## src/rtl/nr_mem_arbiter_if.sv

```systemverilog
// rtl/nr_mem_arbiter_if.sv - requester and data-memory signal bundle for nr_mem_arbiter
interface nr_mem_arbiter_if #(
  parameter int DATA_W = 8,
  parameter int ADDR_W = 4
);
  logic              req0;
  logic              we0;
  logic [ADDR_W-1:0] adr0;
  logic [DATA_W-1:0] wdat0;
  logic              ack0;
  logic [DATA_W-1:0] rdat0;

  logic              req1;
  logic              we1;
  logic [ADDR_W-1:0] adr1;
  logic [DATA_W-1:0] wdat1;
  logic              ack1;
  logic [DATA_W-1:0] rdat1;

  logic [ADDR_W-1:0] m_adr;
  logic [DATA_W-1:0] m_wdat;
  logic              m_canWrt;
  logic              m_canRd;
  logic [DATA_W-1:0] m_rdat;

  logic [1:0]        gnt;
  logic              busy;

  // requesters and the memory instance
  modport master (
    output req0, we0, adr0, wdat0, req1, we1, adr1, wdat1, m_rdat,
    input  ack0, rdat0, ack1, rdat1, m_adr, m_wdat, m_canWrt, m_canRd, gnt, busy
  );

  // the arbiter
  modport slave (
    input  req0, we0, adr0, wdat0, req1, we1, adr1, wdat1, m_rdat,
    output ack0, rdat0, ack1, rdat1, m_adr, m_wdat, m_canWrt, m_canRd, gnt, busy
  );
endinterface

```

## src/rtl/nr_mem_arbiter.sv

```systemverilog
// rtl/nr_mem_arbiter.sv - two-requester data-memory arbiter and sequencer
// Defining NR_ARB_FIXED_PRIO_EN gives requester 0 fixed priority instead of round-robin.
module nr_mem_arbiter #(
  parameter int DATA_W  = 8,
  parameter int ADDR_W  = 4,
  parameter int MEM_LAT = 1
) (
  input logic             clk,
  input logic             clr,
  nr_mem_arbiter_if.slave bus
);
  localparam int CNT_W = $clog2(MEM_LAT + 1);

  typedef enum logic [1:0] {IDLE, ISSUE, WAIT, ACK} state_t;

  state_t            state;
  state_t            state_nxt;
  logic              own;
  logic              pick;
  logic              any_req;
  logic              lat_we;
  logic [ADDR_W-1:0] lat_adr;
  logic [DATA_W-1:0] lat_wdat;
  logic [CNT_W-1:0]  cnt;
  logic [DATA_W-1:0] rdat0_q;
  logic [DATA_W-1:0] rdat1_q;

  assign any_req = bus.req0 | bus.req1;

`ifdef NR_ARB_FIXED_PRIO_EN
  assign pick = ~bus.req0;
`else
  logic last;

  // on a tie the requester that was not served last wins
  assign pick = (bus.req0 & bus.req1) ? ~last : bus.req1;

  always_ff @(posedge clk or posedge clr) begin
    if (clr)
      last <= 1'b1;
    else if (state == ACK)
      last <= own;
  end
`endif

  always_ff @(posedge clk or posedge clr) begin
    if (clr)
      state <= IDLE;
    else
      state <= state_nxt;
  end

  always_comb begin
    state_nxt    = state;
    bus.m_adr    = '0;
    bus.m_wdat   = '0;
    bus.m_canWrt = 1'b0;
    bus.m_canRd  = 1'b0;
    bus.ack0     = 1'b0;
    bus.ack1     = 1'b0;
    case (state)
      IDLE: begin
        if (any_req)
          state_nxt = ISSUE;
      end
      ISSUE: begin
        bus.m_adr    = lat_adr;
        bus.m_wdat   = lat_wdat;
        bus.m_canWrt = lat_we;
        bus.m_canRd  = ~lat_we;
        state_nxt    = lat_we ? ACK : WAIT;
      end
      WAIT: begin
        if (cnt == CNT_W'(1))
          state_nxt = ACK;
      end
      ACK: begin
        bus.ack0  = ~own;
        bus.ack1  = own;
        state_nxt = IDLE;
      end
      default: state_nxt = IDLE;
    endcase
  end

  // request capture, latency counter and per-requester read-data holding registers
  always_ff @(posedge clk or posedge clr) begin
    if (clr) begin
      own      <= 1'b0;
      lat_we   <= 1'b0;
      lat_adr  <= '0;
      lat_wdat <= '0;
      cnt      <= '0;
      rdat0_q  <= '0;
      rdat1_q  <= '0;
    end else begin
      case (state)
        IDLE: begin
          if (any_req) begin
            own      <= pick;
            lat_we   <= pick ? bus.we1   : bus.we0;
            lat_adr  <= pick ? bus.adr1  : bus.adr0;
            lat_wdat <= pick ? bus.wdat1 : bus.wdat0;
          end
        end
        ISSUE: cnt <= CNT_W'(MEM_LAT);
        WAIT: begin
          cnt <= cnt - CNT_W'(1);
          if (cnt == CNT_W'(1)) begin
            if (own)
              rdat1_q <= bus.m_rdat;
            else
              rdat0_q <= bus.m_rdat;
          end
        end
        default: ;
      endcase
    end
  end

  assign bus.gnt   = (state == IDLE) ? 2'b00 : {own, ~own};
  assign bus.busy  = (state != IDLE);
  assign bus.rdat0 = rdat0_q;
  assign bus.rdat1 = rdat1_q;
endmodule

```

## src/flat_wrapper.sv

```systemverilog
// flat-port wrapper written by rule: the top's interface ports become plain ports
module nr_mem_arbiter_flat 
#(
  parameter int DATA_W  = 8,
  parameter int ADDR_W  = 4,
  parameter int MEM_LAT = 1
)
  (clk, clr, bus_req0, bus_we0, bus_adr0, bus_wdat0, bus_req1, bus_we1, bus_adr1, bus_wdat1, bus_m_rdat, bus_ack0, bus_rdat0, bus_ack1, bus_rdat1, bus_m_adr, bus_m_wdat, bus_m_canWrt, bus_m_canRd, bus_gnt, bus_busy);
  nr_mem_arbiter_if #(.DATA_W(DATA_W), .ADDR_W(ADDR_W)) bus_i ();
  input logic clk;
  input logic clr;
  input wire logic [$bits(bus_i.req0)-1:0] bus_req0;
  input wire logic [$bits(bus_i.we0)-1:0] bus_we0;
  input wire logic [$bits(bus_i.adr0)-1:0] bus_adr0;
  input wire logic [$bits(bus_i.wdat0)-1:0] bus_wdat0;
  input wire logic [$bits(bus_i.req1)-1:0] bus_req1;
  input wire logic [$bits(bus_i.we1)-1:0] bus_we1;
  input wire logic [$bits(bus_i.adr1)-1:0] bus_adr1;
  input wire logic [$bits(bus_i.wdat1)-1:0] bus_wdat1;
  input wire logic [$bits(bus_i.m_rdat)-1:0] bus_m_rdat;
  output wire logic [$bits(bus_i.ack0)-1:0] bus_ack0;
  output wire logic [$bits(bus_i.rdat0)-1:0] bus_rdat0;
  output wire logic [$bits(bus_i.ack1)-1:0] bus_ack1;
  output wire logic [$bits(bus_i.rdat1)-1:0] bus_rdat1;
  output wire logic [$bits(bus_i.m_adr)-1:0] bus_m_adr;
  output wire logic [$bits(bus_i.m_wdat)-1:0] bus_m_wdat;
  output wire logic [$bits(bus_i.m_canWrt)-1:0] bus_m_canWrt;
  output wire logic [$bits(bus_i.m_canRd)-1:0] bus_m_canRd;
  output wire logic [$bits(bus_i.gnt)-1:0] bus_gnt;
  output wire logic [$bits(bus_i.busy)-1:0] bus_busy;
  assign bus_i.req0 = bus_req0;
  assign bus_i.we0 = bus_we0;
  assign bus_i.adr0 = bus_adr0;
  assign bus_i.wdat0 = bus_wdat0;
  assign bus_i.req1 = bus_req1;
  assign bus_i.we1 = bus_we1;
  assign bus_i.adr1 = bus_adr1;
  assign bus_i.wdat1 = bus_wdat1;
  assign bus_i.m_rdat = bus_m_rdat;
  assign bus_ack0 = bus_i.ack0;
  assign bus_rdat0 = bus_i.rdat0;
  assign bus_ack1 = bus_i.ack1;
  assign bus_rdat1 = bus_i.rdat1;
  assign bus_m_adr = bus_i.m_adr;
  assign bus_m_wdat = bus_i.m_wdat;
  assign bus_m_canWrt = bus_i.m_canWrt;
  assign bus_m_canRd = bus_i.m_canRd;
  assign bus_gnt = bus_i.gnt;
  assign bus_busy = bus_i.busy;
  nr_mem_arbiter #(.DATA_W(DATA_W), .ADDR_W(ADDR_W), .MEM_LAT(MEM_LAT)) u_core (.clk(clk), .clr(clr), .bus(bus_i));
endmodule
```

## config.mk

```make
export PLATFORM = sky130hd
export DESIGN_NAME = nr_mem_arbiter_flat
export DESIGN_NICKNAME = d
export VERILOG_FILES = /design/src/rtl/nr_mem_arbiter_if.sv /design/src/rtl/nr_mem_arbiter.sv /design/src/flat_wrapper.sv
export SDC_FILE = /design/constraint.sdc
export NUM_CORES = 1
export LEC_CHECK = 0
export BUFFER_PORTS_ARGS = -buffer_cell sky130_fd_sc_hd__buf_2
export CAP_MARGIN = 20
export CORE_MARGIN = 3
export CORE_UTILIZATION = 40
export DETAILED_ROUTE_END_ITERATION = 7
export GPL_TIMING_DRIVEN = 0
export PLACE_DENSITY = 0.7
export SETUP_SLACK_MARGIN = 0.02
export SLEW_MARGIN = 25
export SYNTH_ARGS = -nofsm -noshare
export SYNTH_HDL_FRONTEND = slang
export SYNTH_SLANG_ARGS = --single-unit
```

## constraint.sdc

```tcl
create_clock -name clk -period 2.2 [get_ports clk]
set_clock_uncertainty 0.1 [all_clocks]
set_input_delay 0.22 -clock clk [delete_from_list [all_inputs] [get_ports clk]]
set_output_delay 0.22 -clock clk [all_outputs]
set_load 0.005 [all_outputs]
```

Yosys cells after proc, flatten, opt, wreduce, memory -nomap -nowiden
Index checks and enable logic that the tools add are counted.
W data, S select, Z words.
- reduce and logical (&&, ||, !) cells: 7
- bitwise operators: 5
- mux-type cells: 16
- equality and inequality tests: 5
- add/sub/neg operators: 1
- operators by type and width (operator ; count):
    $mux W8 ; 2
    $mux W4 ; 2
    $pmux W2 S4 ; 1
    $mux W1 ; 7
    $mux W2 ; 3
    $reduce_and A3 Y1 ; 2
    $eq A2 B2 Y1 const B ; 2
    $ne A2 B1 Y1 const B ; 2
    $reduce_and A2 Y1 ; 2
    $reduce_bool A2 Y1 ; 2
    $not A1 Y1 ; 3
    $eq A2 B1 Y1 const B ; 1
    $logic_not A2 Y1 ; 1
    $pmux W1 S2 ; 1
    $and A1 B1 Y1 ; 1
    $or A1 B1 Y1 ; 1
    $sub A1 B1 Y1 const B ; 1
- output and inout bits: 35
- register bits after elaboration: 34

Logic depth before layout (Yosys ltp)
Gate-level depths: netlist of run 1.
- depth after elaboration: 3
- mapped depth: 6

Worst setup path before layout of run 1
No wires, ideal clock.
- kind: register to register
- from: reg u_core.state[0]
- to: reg u_core.state[1]
- arrival time: 1.338 ns
- library setup time: 0.125 ns
- cell stages (with the launch flop): 6
- path slack: 0.637 ns
- data required time: 1.975 ns
- cells stage by stage: dfrtp_1 inv_1 ha_1 nor2b_1 a21oi_1 mux2_2
- cells in the longest elaborated chain, start to end: 3
- elaborated cells between the ends (all ways): 8
- RTL lines (element ; RTL line ; source):
    from (decl) ; nr_mem_arbiter.sv:16 ; state_t state;
    from (signal assigned) ; nr_mem_arbiter.sv:50 ; state <= state_nxt;
    $eq A2 B2 Y1 / $logic_not A2 Y1 (equally long branches) ; nr_mem_arbiter.sv:61 ; case (state)
    $ne A2 B1 Y1 (no source line) ; - ;
    $reduce_and A2 Y1 (no source line) ; - ;
Parallel ways exist; a longest one is shown, timed or not.
A chain may end at the register's enable or synchronous reset.

Worst setup path after layout of run 1
- from: reg u_core.state[1]
- to: out bus_m_wdat[3]
- cells in the longest elaborated chain, start to end: 2
- RTL lines (element ; RTL line ; source):
    $eq A2 B1 Y1 ; nr_mem_arbiter.sv:61 ;
    $mux W8 ; nr_mem_arbiter.sv:61 ;
    to (decl) ; flat_wrapper.sv:26 ; output wire logic [$bits(bus_i.m_wdat)-1:0] bus_m_wdat;
No other way between the ends.

==> results of run 1 <==
## cells by family after synthesis
group | synth area share, %
flops | 52.6
fa+ha+maj | 3.09
buf+inv | 3.09
compound gates | 13.1
simple gates | 15.7
mux | 12.5
## sequential cells by signal, indices dropped and copies added (netlist names)
signal	count
u_core.bus.rdat0	8
u_core.last	1
u_core.lat_adr	4
u_core.own	1
u_core.lat_we	1
u_core.lat_wdat	8
u_core.cnt	1
u_core.state	2
u_core.bus.rdat1	8
## layout by cell type, fill, tap and decap left out, types with 2 or more instances in the layout
cell type	instances
nand2_1	14
nor2b_1	4
o21a_1	3
a21oi_1	27
clkinv_2	2
ha_1	4
and2_1	14
buf_2	73
clkbuf_8	5
dfrtp_1	33
mux2_2	18
buf_4	2
nor2_1	15
inv_1	3
## layer usage
| layer | wire length, um | vias to the layer above | global-route usage [%] |
|---|---|---|---|
| li1 | - | 674 | - |
| met1 | 1630 | 607 | 19.2 |
| met2 | 1590 | 63 | 25.0 |
| met3 | 373 | 2 | 5.65 |
| met4 | 16 | 0 | 3.19 |
| met5 | 0 | - | 0 |
## area by class of cell
| type | count | area (um^2) |
|---|---|---|
| clock inverters | 3 | 40.0 |
| fillers | 337 | 1610 |
| clock buffers | 5 | 68.8 |
| repair buffers | 73 | 370 |
| plain buffers | 5 | 35.0 |
| well taps | 48 | 60.1 |
| inverters | 4 | 15.0 |
| flip-flops and latches | 34 | 852 |
| multi-input cells | 108 | 718 |
## how the worst min path moves through the flow
| stage | from | endpoint | depth (start not counted) |
|---|---|---|---|
| after floorplan | bus_adr0[3] | u_core.lat_adr[3]$_DFFE_PP0P_ | 2 |
| after global placement | bus_wdat0[5] | u_core.lat_wdat[5]$_DFFE_PP0P_ | 3 |
| after detailed placement | clr | u_core.bus.rdat0[7]$_DFFE_PP0P_ | 2 |
| after CTS | bus_wdat0[5] | u_core.lat_wdat[5]$_DFFE_PP0P_ | 3 |
| after global routing | bus_wdat0[5] | u_core.lat_wdat[5]$_DFFE_PP0P_ | 3 |
| final | bus_wdat0[3] | u_core.lat_wdat[3]$_DFFE_PP0P_ | 3 |
## tightest hold or removal path: stages
cell and delay, ns:
buf_2 0.09, nand2_1 0.04, a21oi_1 0.05
## metrics by stage
step	hold WS [ns]	cell area [um^2]	setup slack [ns]	total power [W]	cells
floorplan	0.249	1620	0.637	0.00197	151
global placement	0.361	2040	0.533	0.00247	271
detailed placement	0.280	2040	0.521	0.00250	271
CTS	0.0566	2160	0.224	0.00307	280
global route	0.0597	2160	0.119	0.00329	280
finish	0.0634	2160	0.270	0.00302	280
## power by group through the flow
stage	logic [W]	registers [W]	clock network (W)
finish	0.00133	0.00114	0.000559
global route	0.00150	0.00119	0.000604
CTS	0.00135	0.00114	0.000576
detailed placement	0.00135	0.00115	0
global placement	0.00132	0.00114	0
floorplan	0.000838	0.00113	0
==> results.sh, run 1 <==
export IMPL_reg2reg_depth=5
export IMPL_ys_top_cells_by_count="dfrtp_1 (33), a21oi_1 (27), mux2_2 (18)"
export IMPL_grt_pass1_wl_mm=6.11
export IMPL_overflow=0
export IMPL_cts_setup_buffers=0
export IMPL_setup_tns_ns=0
export IMPL_clock_sinks=34
export IMPL_antenna_found_initial=0
export IMPL_cp_required_ns=1.88
export IMPL_hold_viol_final=0
export IMPL_clock_fmax_mhz=518
export IMPL_r2r_end="u_core.state[1]$_DFFE_PP0P_"
export IMPL_io_pins=73
export IMPL_synth_most_common_cell="dfrtp_1"
export IMPL_worstReg2RegStart="u_core.state[0]$_DFFE_PP0P_"
export IMPL_start_util_pct=43.0
export IMPL_grt_max_degree=35
export IMPL_p_clk_share_pct=18.5
export IMPL_p_leak_nw=1.08
export IMPL_cp_num_buf_inv=3
export IMPL_synth_seq_cells=34
export IMPL_clockBufferDepth=2
export IMPL_synth_area_top_cells="dfrtp_1 (51%), mux2_2 (13%), a21oi_1 (8.3%)"
export IMPL_cts_buffers=5
export IMPL_synth_fp_nets=193
export IMPL_ys_warn_count=0
export IMPL_crit_path_cell_trace="inv_1 -> ha_1 -> clkbuf_1 -> and2_1 -> buf_2"
export IMPL_syn_inst=151
export IMPL_synth_flop_cell="dfrtp_1"
export IMPL_port_buffers=72
export IMPL_timing_critical_path_to="bus_m_wdat[3]"
export IMPL_crit_family="buffers and inverters"
export IMPL_postRouteAntennaNets=0
export IMPL_period_needed_ns=1.93
export IMPL_place_congestion=0.802
export IMPL_reg2reg_setup_slack_ns=0.52
export IMPL_grt_setup_unrepaired="no"
export IMPL_slowest_stage="dfrtp_1"
export IMPL_track_usage_pct=15.2
export IMPL_crit_start="u_core.state[1]$_DFFE_PP0P_"
export IMPL_cts_tree="done"
export IMPL_maxSlewHeadroom_pct=54.0
export IMPL_post_route_period_util_pct=87.7
export IMPL_crit_fanout=10
export IMPL_wl_per_cell_um=12.9
export IMPL_synth_top_cell_area_share_pct=51.0
export IMPL_synth_edff_count=0
export IMPL_cts_hold_buf=1
export IMPL_worst_slew_pin_slew_ns=0.689
export IMPL_num_rows=22
export IMPL_diodes=0
export IMPL_drv_slew=0
export IMPL_die_area_um2=4850
export IMPL_drive_gt1_share_pct=47.0
export IMPL_seq_area_frac_synth_pct=52.6
export IMPL_chipWidth_um=69.6
export IMPL_clock_latency_ns=0.28
export IMPL_cp_arrival_ns=1.61
export IMPL_swShare_pct=33.7
export IMPL_outcome="finished, final reports clean"
export IMPL_crit_cells=5
export IMPL_critical_path_max_stage_delay_ns=0.42
export IMPL_finalCoreUtilization_pct=57.3
export IMPL_setup_viol=0
export IMPL_route_final_wire_length_mm=3.60
export IMPL_p_switching_w=0.00102
export IMPL_yosysUniqueCellTypes=24
export IMPL_cts_repair_resized=0
export IMPL_power_density_nw_per_um2=1400
export IMPL_cp_start_kind="register"
export IMPL_clk_pin_slew_worst_paths_ns=0.07
export IMPL_nets=273
export IMPL_cts_htree_levels=2
export IMPL_syn_to_final_growth_pct=33.3
export IMPL_yosys_area_top_type="dfrtp_1"
export IMPL_setup_worst_path_class="reg2out"
export IMPL_first_pass_iters=4
export IMPL_syn_area_um2=1620
export IMPL_detail_route_vias_per_cell=4.81
export IMPL_cp_end_kind="output port"
export IMPL_dp_hpwl_mm=2.66
export IMPL_die_h_um=69.6
export IMPL_async_flop_share_pct=100
export IMPL_power_frac_seq_pct=37.7
export IMPL_core_area_um2=3770
export IMPL_combPwrFrac_pct=43.8
export IMPL_drv_cap=0
export IMPL_drtIter0Drc=58
export IMPL_syn_avg_cell_area_um2=10.7
export IMPL_grt_pass1_vias=1347
export IMPL_drt_drc_violations_left=0
export IMPL_cts_root_buffer="clkbuf_8"
export IMPL_hold_class="in2reg"
export IMPL_p_int_w=0.00200
export IMPL_ir_drop_uv=682
export IMPL_num_vias=1346
Power figures use the tool's default switching activity.
==> run 2: changes to the inputs <==
--- a/config.mk
+++ b/config.mk
@@ -7,6 +7,7 @@
 export LEC_CHECK = 0
 export BUFFER_PORTS_ARGS = -buffer_cell sky130_fd_sc_hd__buf_2
 export CAP_MARGIN = 20
+export CORE_ASPECT_RATIO = 1.25
 export CORE_MARGIN = 3
 export CORE_UTILIZATION = 40
 export DETAILED_ROUTE_END_ITERATION = 7
==> run 2 against run 1 <==
Non-clock buffer count is the same. Critical path depth is the same. Wire length grew 0.81%. Hold slack gained 0.0052 ns. Critical path type unchanged.
==> results.sh, run 2 (same netlist as run 1, synthesis figures left out) <==
export IMPL_dp_hpwl_mm=2.79
export IMPL_clockBufferDepth=2
export IMPL_period_needed_ns=1.95
export IMPL_post_place_cells=277
export IMPL_grt_use_met1_pct=17.7
export IMPL_cts_tree="done"
export IMPL_setup_tns_ns=0
export IMPL_worstHoldPathCells=3
export IMPL_p_leak_nw=1.07
export IMPL_clock_fmax_mhz=514
export IMPL_cts_buffers=5
export IMPL_combPwrFrac_pct=45.2
export IMPL_p_int_w=0.00192
export IMPL_p_total_w=0.00294
export IMPL_drtIter0Drc=38
export IMPL_cp_num_buf_inv=3
export IMPL_drv_slew=0
export IMPL_io_pins=73
export IMPL_final_common_cell="buf_2"
export IMPL_cp_arrival_ns=1.63
export IMPL_mostFrequentLayoutCells="buf_2 (73), dfrtp_1 (33), a21oi_1 (27), mux2_2 (18), nor2_1 (15)"
export IMPL_route_final_wire_length_mm=3.63
export IMPL_grt_pass1_vias=1334
export IMPL_crit_path_cell_trace="inv_1 -> ha_1 -> clkbuf_1 -> and2_1 -> buf_2"
export IMPL_dp_slack_ns=0.498
export IMPL_clock_sinks=34
export IMPL_drv_cap=0
export IMPL_cts_setup_buffers=0
export IMPL_hold_class="in2reg"
export IMPL_drive_gt1_share_pct=46.6
export IMPL_core_area_um2=3850
export IMPL_diodes=0
export IMPL_swShare_pct=34.6
export IMPL_hp_start="bus_wdat0[1]"
export IMPL_p_clk_share_pct=15.9
export IMPL_power_density_nw_per_um2=1370
export IMPL_setup_viol=0
export IMPL_syn_to_final_growth_pct=32.7
export IMPL_nFillCells=364
export IMPL_detail_route_vias_per_cell=4.65
export IMPL_cts_root_buffer="clkbuf_8"
export IMPL_cp_end_kind="output port"
export IMPL_postRouteAntennaNets=0
export IMPL_track_usage_pct=15.4
export IMPL_grt_setup_unrepaired="no"
export IMPL_grt_pass1_wl_mm=5.91
export IMPL_power_frac_seq_pct=39.0
export IMPL_r2r_end="u_core.state[1]$_DFFE_PP0P_"
export IMPL_clk_pin_slew_worst_paths_ns=0.07
export IMPL_fin_cells=286
export IMPL_reg2reg_setup_slack_ns=0.50
export IMPL_busiest_layer="met2"
export IMPL_nets=273
export IMPL_die_h_um=77.2
export IMPL_worstReg2RegStart="u_core.state[0]$_DFFE_PP0P_"
export IMPL_start_util_pct=42.1
export IMPL_post_route_period_util_pct=88.4
export IMPL_drt_drc_violations_left=0
export IMPL_clock_latency_ns=0.28
export IMPL_port_buffers=72
export IMPL_num_vias=1329
export IMPL_hold_path_endpoint="u_core.lat_wdat[1]$_DFFE_PP0P_"
export IMPL_crit_family="buffers and inverters"
export IMPL_overflow=0
export IMPL_met3_usage_pct=5.42
export IMPL_p_switching_w=0.00102
export IMPL_cp_required_ns=1.88
export IMPL_grt_max_degree=35
export IMPL_hold_viol_final=0
export IMPL_slowest_stage="dfrtp_1"
export IMPL_antenna_found_initial=0
export IMPL_die_area_um2=4860
export IMPL_grtUsageMet2_pct=26.4
export IMPL_cp_start_kind="register"
export IMPL_critical_path_max_stage_delay_ns=0.42
export IMPL_first_pass_iters=4
export IMPL_worst_slew_pin_slew_ns=0.698
export IMPL_maxSlewHeadroom_pct=53.4
export IMPL_chipWidth_um=62.9
export IMPL_num_rows=25
export IMPL_cts_htree_levels=2
export IMPL_crit_fanout=10
export IMPL_reg2reg_depth=5
export IMPL_setup_worst_path_class="reg2out"
export IMPL_outcome="finished, final reports clean"
export IMPL_wl_per_cell_um=12.7
export IMPL_ir_drop_uv=793
export IMPL_place_congestion=0.830
export IMPL_setup_ws_ns=0.254
run 2: worst max-delay path by stage:
stage | startpoint | endpoint | cells after the start
2_1_floorplan | u_core.state[0]$_DFFE_PP0P_ | u_core.state[1]$_DFFE_PP0P_ | 5
3_3_place_gp | u_core.state[0]$_DFFE_PP0P_ | u_core.state[1]$_DFFE_PP0P_ | 5
3_5_place_dp | u_core.state[0]$_DFFE_PP0P_ | u_core.state[1]$_DFFE_PP0P_ | 5
4_1_cts | u_core.state[1]$_DFFE_PP0P_ | bus_m_adr[2] | 5
5_1_grt | u_core.state[1]$_DFFE_PP0P_ | bus_m_adr[2] | 5
6_report | u_core.state[1]$_DFFE_PP0P_ | bus_m_adr[2] | 5
run 2: area by class of cell:
class                           count  area (um^2)  area share, %
Tap cell                           54         67.6           3.14
Buffer                              5         35.0           1.63
Timing Repair Buffer               73          370           17.2
Clock inverter                      1         5.00          0.233
Clock buffer                        7         86.3           4.02
Sequential cell                    34          852           39.6
Multi-Input combinational cell    108          718           33.4
Inverter                            4         15.0          0.698
run 2: what timing repair did:
action	in CTS	in global routing
hold buffers	1	0
endpoints found under the hold margin	33	0
gates resized for setup	0	0
setup endpoints to repair	0	0
run 2: layer usage:
metal  share of wire [%]  routed length [um]
met5                   0                   0
met4                 1.4                  52
met3                 8.0                 289
met2                  48                1740
met1                  43                1550
run 2: power groups by stage:
stage | clock (W) | sequential (W) | combinational, W
5_1_grt | 0.000517 | 0.00119 | 0.00147
3_3_place_gp | 0 | 0.00115 | 0.00132
2_1_floorplan | 0 | 0.00113 | 0.000838
4_1_cts | 0.000483 | 0.00115 | 0.00136
6_report | 0.000467 | 0.00115 | 0.00133
3_5_place_dp | 0 | 0.00116 | 0.00135
run 2: per-stage QoR:
step / hold WS [ns] / utilization (%) / instance area, um^2
3_3_place_gp: 0.361 / 53.2 / 2050
3_5_place_dp: 0.273 / 53.2 / 2050
6_report: 0.0685 / 55.9 / 2150
2_1_floorplan: 0.249 / - / 1620
4_1_cts: 0.0593 / 55.9 / 2150
5_1_grt: 0.0555 / 55.9 / 2150
run 2: worst register-to-register path, delay by kind of cell (launching register included):
| kind | cells | cell delay, ns |
|---|---|---|
| fa+ha+maj | 1 | 0.26 |
| compound gates | 1 | 0.20 |
| mux | 1 | 0.36 |
| simple gates | 1 | 0.17 |
| flops | 1 | 0.41 |
| buf+inv | 1 | 0.10 |
